**src/rtl/irq_stim_gen.sv**
```systemverilog
// rtl/irq_stim_gen.sv - address-triggered multi-channel interrupt stimulus generator
// Each channel arms on a CTRL write, waits DELAY after a PC match, then pulses irq for WIDTH or until ack.
module irq_stim_gen #(
  parameter int NCH    = 6,
  parameter int ADDR_W = 32,
  parameter int CNT_W  = 8,
  localparam int CH_W  = (NCH > 1) ? $clog2(NCH) : 1
) (
  input  logic              clk,
  input  logic              reset,
  input  logic [ADDR_W-1:0] addr,
  input  logic              addr_valid,
  input  logic [NCH-1:0]    ack,
  input  logic              cfg_we,
  input  logic [CH_W-1:0]   cfg_ch,
  input  logic [1:0]        cfg_sel,
  input  logic [ADDR_W-1:0] cfg_wdata,
  output logic [NCH-1:0]    irq,
  output logic              irq_any,
  output logic [NCH-1:0]    fired
);
  typedef enum logic [2:0] {S_IDLE, S_ARMED, S_DELAY, S_ACTIVE, S_CLEAR, S_DONE} state_t;

  logic [ADDR_W-1:0] trig    [NCH];
  logic [CNT_W-1:0]  dly     [NCH];
  logic [CNT_W-1:0]  wid     [NCH];
  logic [2:0]        ctrl    [NCH];  // {hold, rearm, arm}
  state_t            state   [NCH];
  state_t            state_n [NCH];
  logic [CNT_W-1:0]  cnt     [NCH];
  logic [CNT_W-1:0]  cnt_n   [NCH];
  logic [CNT_W-1:0]  wid_eff [NCH];
  logic [NCH-1:0]    match;
  logic [NCH-1:0]    cfg_hit;
  logic [NCH-1:0]    ctrl_wr;
  logic [NCH-1:0]    irq_n;

  // A CTRL write overrides whatever the channel would otherwise do on this edge.
  always_comb begin
    for (int ch = 0; ch < NCH; ch++) begin
      cfg_hit[ch] = cfg_we && (int'(cfg_ch) == ch);
      ctrl_wr[ch] = cfg_hit[ch] && (cfg_sel == 2'd3);
      match[ch]   = addr_valid && (addr == trig[ch]);
      wid_eff[ch] = (wid[ch] == '0) ? CNT_W'(1) : wid[ch];
      state_n[ch] = state[ch];
      cnt_n[ch]   = cnt[ch];
      if (ctrl_wr[ch]) begin
        state_n[ch] = cfg_wdata[0] ? S_ARMED : S_IDLE;
      end else begin
        case (state[ch])
          S_ARMED: begin
            if (match[ch]) begin
              if (dly[ch] == '0) begin
                state_n[ch] = S_ACTIVE;
                cnt_n[ch]   = wid_eff[ch];
              end else begin
                state_n[ch] = S_DELAY;
                cnt_n[ch]   = dly[ch];
              end
            end
          end
          S_DELAY: begin
            if (cnt[ch] == CNT_W'(1)) begin
              state_n[ch] = S_ACTIVE;
              cnt_n[ch]   = wid_eff[ch];
            end else begin
              cnt_n[ch] = cnt[ch] - CNT_W'(1);
            end
          end
          S_ACTIVE: begin
            if (ctrl[ch][2] ? ack[ch] : (cnt[ch] == CNT_W'(1))) begin
              state_n[ch] = ctrl[ch][1] ? S_CLEAR : S_DONE;
            end else if (!ctrl[ch][2]) begin
              cnt_n[ch] = cnt[ch] - CNT_W'(1);
            end
          end
          S_CLEAR: begin
            // hold off until the PC has left TRIG so a parked PC does not retrigger
            if (!match[ch]) state_n[ch] = S_ARMED;
          end
          default: ;
        endcase
      end
      irq_n[ch] = (state_n[ch] == S_ACTIVE);
    end
  end

  always_ff @(posedge clk) begin
    if (reset) begin
      for (int ch = 0; ch < NCH; ch++) begin
        trig[ch]  <= '0;
        dly[ch]   <= '0;
        wid[ch]   <= CNT_W'(1);
        ctrl[ch]  <= '0;
        state[ch] <= S_IDLE;
        cnt[ch]   <= '0;
      end
      irq     <= '0;
      fired   <= '0;
      irq_any <= 1'b0;
    end else begin
      for (int ch = 0; ch < NCH; ch++) begin
        state[ch] <= state_n[ch];
        cnt[ch]   <= cnt_n[ch];
        if (cfg_hit[ch]) begin
          case (cfg_sel)
            2'd0: trig[ch] <= cfg_wdata;
            2'd1: dly[ch]  <= cfg_wdata[CNT_W-1:0];
            2'd2: wid[ch]  <= cfg_wdata[CNT_W-1:0];
            2'd3: ctrl[ch] <= cfg_wdata[2:0];
          endcase
        end
      end
      irq     <= irq_n;
      fired   <= irq_n & ~irq;
      irq_any <= |irq_n;
    end
  end
endmodule

```
**config.mk**
```make
export PLATFORM = sky130hd
export DESIGN_NAME = irq_stim_gen
export DESIGN_NICKNAME = d
export VERILOG_FILES = /design/src/rtl/irq_stim_gen.sv
export SDC_FILE = /design/constraint.sdc
export NUM_CORES = 1
export LEC_CHECK = 0
export ABC_AREA = 1
export BUFFER_PORTS_ARGS = -buffer_cell sky130_fd_sc_hd__buf_2
export CORE_MARGIN = 4
export CORE_UTILIZATION = 56
export DETAILED_ROUTE_END_ITERATION = 8
export HOLD_SLACK_MARGIN = 0.1
export PLACE_DENSITY = 0.79
export SLEW_MARGIN = 20
export SYNTH_ARGS = -nofsm -noshare
export SYNTH_HDL_FRONTEND = slang
export SYNTH_SLANG_ARGS = --single-unit
```
**constraint.sdc**
```tcl
create_clock -name clk -period 2.1 [get_ports clk]
set_clock_uncertainty 0.05 [all_clocks]
set_input_delay 0.21 -clock clk [delete_from_list [all_inputs] [get_ports clk]]
set_output_delay 0.21 -clock clk [all_outputs]
set_load 0.02 [all_outputs]
```
* Yosys cells after proc, flatten, opt, wreduce, memory -nomap -nowiden
Memory sizes are Yosys's and may differ from the RTL's.
Cells that the tools add are included.
** Operators by class
- $add $sub $neg :: 6
- Equality and inequality tests :: 50
- Muxes and demuxes :: 218
- Bitwise logic cells :: 38
- Reductions and logical operators :: 33
** Operators with widths (count)
- two-way mux 8 bit :: 60
- equality test 32 bit :: 6
- two-way mux 32 bit :: 6
- case mux 8 bit (3 select lines) :: 6
- two-way mux 3 bit :: 42
- two-way mux 1 bit :: 98
- logical NOT 8 bit :: 12
- case mux 3 bit (4 select lines) :: 6
- equality test 3 x 2 -> 1 bit, second input constant :: 19
- equality test 8 x 1 -> 1 bit, second input constant :: 6
- subtractor 8 x 1 -> 8 bit, second input constant :: 6
- bitwise OR 1 bit :: 36
- equality test 3 bit, second input constant :: 10
- equality test 3 x 1 -> 1 bit, second input constant :: 6
- logical AND 1 bit :: 18
- bitwise AND 6 bit :: 1
- NOT 6 bit :: 1
- OR reduction 6 bit :: 1
- equality test 2 bit, second input constant :: 2
- logical NOT 3 bit :: 1
- equality test 2 x 1 -> 1 bit, second input constant :: 1
- logical NOT 2 bit :: 1
** Word-level totals
- Register bits :: 13
- Bits in writable memories :: 372
- Input bits :: 79
- Output and inout port bits :: 13
- Word-level logic and storage cells :: 354
- Memories kept :: 6
** Memory list
- trig :: words 6, bits a word 32, rd ports 6, clocked after Yosys merged registers in 0, write ports 6, RTL line 24 : logic [ADDR_W-1:0] trig [NCH];
- cnt :: words 6, bits a word 8, rd ports 6, clocked after Yosys merged registers in 0, write ports 6, RTL line 30 : logic [CNT_W-1:0] cnt [NCH];
- dly :: words 6, bits a word 8, rd ports 6, clocked after Yosys merged registers in 0, write ports 6, RTL line 25 : logic [CNT_W-1:0] dly [NCH];
- wid :: words 6, bits a word 8, rd ports 6, clocked after Yosys merged registers in 0, write ports 6, RTL line 26 : logic [CNT_W-1:0] wid [NCH];
- ctrl :: words 6, bits a word 3, rd ports 6, clocked after Yosys merged registers in 0, write ports 6, RTL line 27 : logic [2:0] ctrl [NCH];
- state :: words 6, bits a word 3, rd ports 6, clocked after Yosys merged registers in 0, write ports 6, RTL line 28 : state_t state [NCH];

* Logic depth before layout (Yosys ltp)
An unclocked memory read counts as a cell.
- Depth after elaboration :: 8
- Depth in mapped cells :: 18
- Depth with buffers taken out :: 17

* Least setup slack after synthesis
OpenSTA, ideal clock, no wires.
- Path type :: input port to flip-flop
- Start point :: in reset
- End point :: mem trig[3][0], enable pin
- Library setup time :: 0.478 ns
- Data arrival time :: 1.697 ns
- Data required time :: 1.572 ns
- Setup slack :: -0.125 ns
- Stages :: 5
- Path buffers :: 3
- Cells stage by stage :: clkbuf_1 > inv_2 > buf_1 > clkbuf_1 > nand2_1
** RTL lines
- start, declared :: RTL line 10 : input logic reset,
- end, declared :: RTL line 24

==> impl_summary.md <==
Outcome
The flow ran to the end, but the final reports show violations. The checks that failed: negative setup slack.

GRT
The number of antenna violations at the first check in global routing came to 5. The wire length of the first global-routing pass is 102 mm. The via count of the first global-routing pass came to around 19000. Entering global routing, the biggest net connects 33 pins. The total congestion overflow is 0.

The global-route total usage across every layer is 33.4%.

Synthesis
The number of warning messages in the yosys log is 0. After synthesis, the share of flip-flops with an asynchronous set or reset is 0%. The fraction of the mapped netlist area in compound gates is 6.72%. After synthesis the netlist holds a flip-flop and latch count of 379. The adder-cell share of the synthesized area is 0.728%.

The number of different library cells in the post-synthesis netlist is 55. The number of enable flip-flop cells after synthesis is 300. The post-synth net total is 2714. The dominant combinational cell family by area after synthesis is simple AND/OR/NAND/NOR gates. The post-synthesis instance area is between 0.02 and 0.025 mm^2. Of the synthesized area, sequential elements account for about half.

The primary flip-flop cell chosen by synthesis mapping is sky130_fd_sc_hd__edfxtp_1. Of the total synthesized cell area, the portion taken by XOR and XNOR cells is 3.87%. The multiplexer fraction of the synthesized cell area is 0%. The synthesized netlist cell count is between 2000 and 3000. The share of synthesized cell area in and, or, nand and nor gates is 28.7%. The mean post-synth cell area is 7.86 um^2.

Clock tree
Clock-pin slew was measured on the worst setup and hold paths at ~0.060 ns. The root buffer cell is sky130_fd_sc_hd__clkbuf_16. For this design, the sink count on the clock tree is between 300 and 400. TritonCTS built the clock tree.

At the later pin of the worst-skew pair, clock insertion delay measures 0.57 ns. The clock tree buffer depth is 3. The TritonCTS buffer count is 43. The H-tree was split into 2 levels.

Timing
The share of the clock period used by the worst path after layout is 105%. The max-slew violation count was 0. After layout, the worst setup slack is -0.109 ns. The count of final hold-check violations came to 0. Setup violations remaining at the end of the flow were counted as 11. The worst pin sits at a relative slew slack of 31.6%.

The slew at the pin closest to its max-slew limit is 1.02 ns. Setup repair after global routing could not meet its margin everywhere. Static timing analysis puts the maximum clock frequency at approximately 0.45 GHz. The final critical delay including setup and external delays is about 2.2 ns.

Critical path
Data on the critical path is required at its endpoint by 2.48 ns. The buffers plus inverters on the worst setup path is 1. Measured in cells, the most critical reg-to-reg path has a length of 15. The critical path depth is 15. The cell class contributing the biggest share of worst-path delay is simple AND/OR/NAND/NOR gates.

STA classifies the critical path endpoint as a flop. The critical path goes through nand2_1 -> o21ai_0 -> nor2_1 -> nand3_1 -> nor2_1 -> buf_4 -> nand3_2 -> nand2_1 -> nand2_1 -> nand2_1 -> nand3_1 -> nand3_2 -> nand2_1 -> nor2_1 -> a21oi_1. Among all stages on the critical path, the largest delay is contributed by sky130_fd_sc_hd__edfxtp_1. The worst register-to-register path begins at trig[1][27]. The most numerous cell type found on the critical path is sky130_fd_sc_hd__nand2_1.

The maximum single-stage delay on the critical path is ~0.4 ns. The kind of launch point of the worst setup path is a flop. The largest fanout of any net on the critical path is 2. Data on the critical path arrives at its endpoint at approximately 2.6 ns. The category of the most critical setup path is reg -> reg. The first element of the critical path is trig[1][27].

Die
The die area is 0.0400 mm^2. The height of the die is 200 um. The width of the die is 200 um. The area of the core is 0.0364 mm^2. The initial utilization of the core area, before any placement, comes to 56.6%. The count of pins on the block boundary is 92. The standard-cell row count is 70.

Power and ir drop
For this design the static power due to leakage is 11.9 nW. The peak supply drop is roughly 950 uV. The power per unit of standard cell area is 962 mW/mm^2.

Place
The detailed-placement wirelength estimate is around 50 mm. At the end of routability-driven placement, the weighted congestion stood at approximately 1. Input and output buffers added on the ports amount to 91. The worst slack after detailed placement is -0.302 ns.

Route
The detail route stage leaves a number of antenna-violating nets equal to 0. The routed design has slightly below 70 mm of wire. Dividing the detail-routed via count by the number of cells gives 5.54. The count of vias placed by the detailed router is slightly below 20000.

The detailed-route DRC error count is 0. In the final routed layout, each cell accounts on average for 19.6 um. The first detailed-routing pass ran for 8 iterations. The detailed router finished its first iteration with 2193 violations.

Final layout
The final layout contains 3077 nets. Compared with the post-synthesis result, the final layout area differs by 26.2%. At the end of the flow the core is filled with cells to 71.4%. The fraction of final layout cells with drive strength greater than 1 is 21.5%.

Hold path
The worst min-delay path startpoint is ack[5]. The cell count of the worst hold path is 5. The class of the worst hold path is in -> reg.

Flow run
The number of maximum-capacitance violations is 0.
power breakdown:
group / internal (W) / switching, W / total [W] / leakage, nW
registers: 0.00890 / 0.000588 / 0.00948 / 3.51
logic: 0.00322 / 0.00476 / 0.00798 / 7.71
clock network: 0.00449 / 0.00306 / 0.00756 / 0.698
per-layer routing:
layer  up-vias  global-route usage, %  routed length [um]  part of all wire [%]
met4         4                   15.3                2850                   4.2
li1       9141                      -                   -                     -
met1      8995                   43.9               27200                    40
met5         -                      0                  23                 0.034
met3       204                   6.92                6540                   9.6
met2       985                   53.7               31700                    46
per-stage QoR:
step,hold WS [ns],instances,cell area (um^2),setup TNS [ns],total power [W]
finish,0.168,3492,26000,-0.384,0.0250
floorplan,0.329,2623,20600,-8.00,0.0139
detailed placement,0.354,3372,23400,-8.75,0.0165
CTS,0.108,3480,25300,-0.164,0.0243
global route,0.171,3490,26000,-4.32,0.0262
global placement,0.343,3372,23400,-5.79,0.0164
placed cells by master (no fill, tap or decap), types with 54 or more instances in the layout:
cell / netlist / layout
sky130_fd_sc_hd__a21oi_1: 72 / 62
sky130_fd_sc_hd__buf_2: 7 / 91
sky130_fd_sc_hd__buf_4: 14 / 238
sky130_fd_sc_hd__dfxtp_1: 79 / 78
sky130_fd_sc_hd__edfxtp_1: 300 / 300
sky130_fd_sc_hd__inv_1: 363 / 357
sky130_fd_sc_hd__nand2_1: 668 / 610
sky130_fd_sc_hd__nand2_2: 5 / 54
sky130_fd_sc_hd__nand3_1: 89 / 72
sky130_fd_sc_hd__nor2_1: 558 / 511
sequential cells by signal, summed over array words and instances (netlist names):
| register | count |
|---|---|
| cnt | 48 |
| irq_any | 1 |
| fired | 6 |
| irq | 6 |
| ctrl | 12 |
| state | 18 |
| dly | 48 |
| trig | 192 |
| wid | 48 |
tightest hold or removal path: cells and delay by family:
| family | cells | cell delay [ns] |
|---|---|---|
| AO/OA/AOI/OAI | 2 | 0.18 |
| buffers and inverters | 1 | 0.11 |
| AND/OR/NAND/NOR | 2 | 0.22 |
what timing repair did:
action                                 4_1_cts  5_1_grt
resized for setup                           60      196
pin swaps                                   29       84
endpoints found under the hold margin      146        0
gates cloned                                 2        0
hold buffers                                26        0
setup buffers                                1        9
setup endpoints to repair                   60       64
cells in the mapped netlist (2+ instances only):
library cell / instances / share of area (%)
sky130_fd_sc_hd__nand2_1: 668 / 12
sky130_fd_sc_hd__nor2_1: 558 / 10
sky130_fd_sc_hd__inv_1: 363 / 6.6
sky130_fd_sc_hd__edfxtp_1: 300 / 44
sky130_fd_sc_hd__nand3_1: 89 / 2.2
sky130_fd_sc_hd__o21ai_0: 81 / 2.0
sky130_fd_sc_hd__dfxtp_1: 79 / 7.7
sky130_fd_sc_hd__a21oi_1: 72 / 1.7
sky130_fd_sc_hd__xnor2_1: 54 / 2.3
sky130_fd_sc_hd__nand4_1: 50 / 1.5
sky130_fd_sc_hd__nor3_1: 45 / 1.1
sky130_fd_sc_hd__clkbuf_1: 41 / 0.75
sky130_fd_sc_hd__xor2_1: 37 / 1.6
sky130_fd_sc_hd__a221oi_1: 18 / 0.76
sky130_fd_sc_hd__inv_2: 17 / 0.31
sky130_fd_sc_hd__buf_4: 14 / 0.51
sky130_fd_sc_hd__ha_1: 12 / 0.73
sky130_fd_sc_hd__o21ai_1: 12 / 0.29
sky130_fd_sc_hd__o221ai_1: 12 / 0.51
sky130_fd_sc_hd__or2_2: 10 / 0.30
sky130_fd_sc_hd__nor4_1: 9 / 0.27
sky130_fd_sc_hd__buf_2: 7 / 0.17
sky130_fd_sc_hd__clkinv_1: 5 / 0.091
sky130_fd_sc_hd__nand2_2: 5 / 0.15
sky130_fd_sc_hd__nor2_2: 5 / 0.15
sky130_fd_sc_hd__nor3b_1: 5 / 0.18
sky130_fd_sc_hd__o211ai_1: 5 / 0.18
sky130_fd_sc_hd__o22ai_1: 5 / 0.15
sky130_fd_sc_hd__a211oi_1: 4 / 0.15
sky130_fd_sc_hd__nand3b_1: 4 / 0.15
sky130_fd_sc_hd__a21o_1: 3 / 0.11
sky130_fd_sc_hd__a22oi_1: 3 / 0.11
sky130_fd_sc_hd__a31oi_1: 3 / 0.091
sky130_fd_sc_hd__nor2_4: 3 / 0.16
sky130_fd_sc_hd__a41oi_1: 2 / 0.085
sky130_fd_sc_hd__and3_1: 2 / 0.061
sky130_fd_sc_hd__buf_1: 2 / 0.036
sky130_fd_sc_hd__o221a_2: 2 / 0.11
path summary, 6_finish.rpt:
kind            endpoint  slack, ns
max              irq_any      -0.11
min          state[5][2]       0.17
max reg2reg      irq_any      -0.11
min reg2reg     fired[3]       0.37
cells by family (layout without fill, tap and decap cells):
logic type      Yosys count  in the layout
other cells               0              4
buf+inv                 453            849
xor+xnor                 91             91
compound gates          231            232
flops                   379            379
fa+ha+maj                12             12
simple gates           1457           1457
area by class of cell:
type / count / area (um^2)
antenna: 4 / 10.0
inverter: 387 / 1470
fill: 2856 / 10400
clock buffer: 54 / 1190
timing repair inverter: 1 / 5.00
sequential: 379 / 10600
tap: 468 / 586
multi-input combinational: 1792 / 9030
timing repair buffer: 382 / 2910
clock inverter: 25 / 221
(Power assumes the default switching activity.)
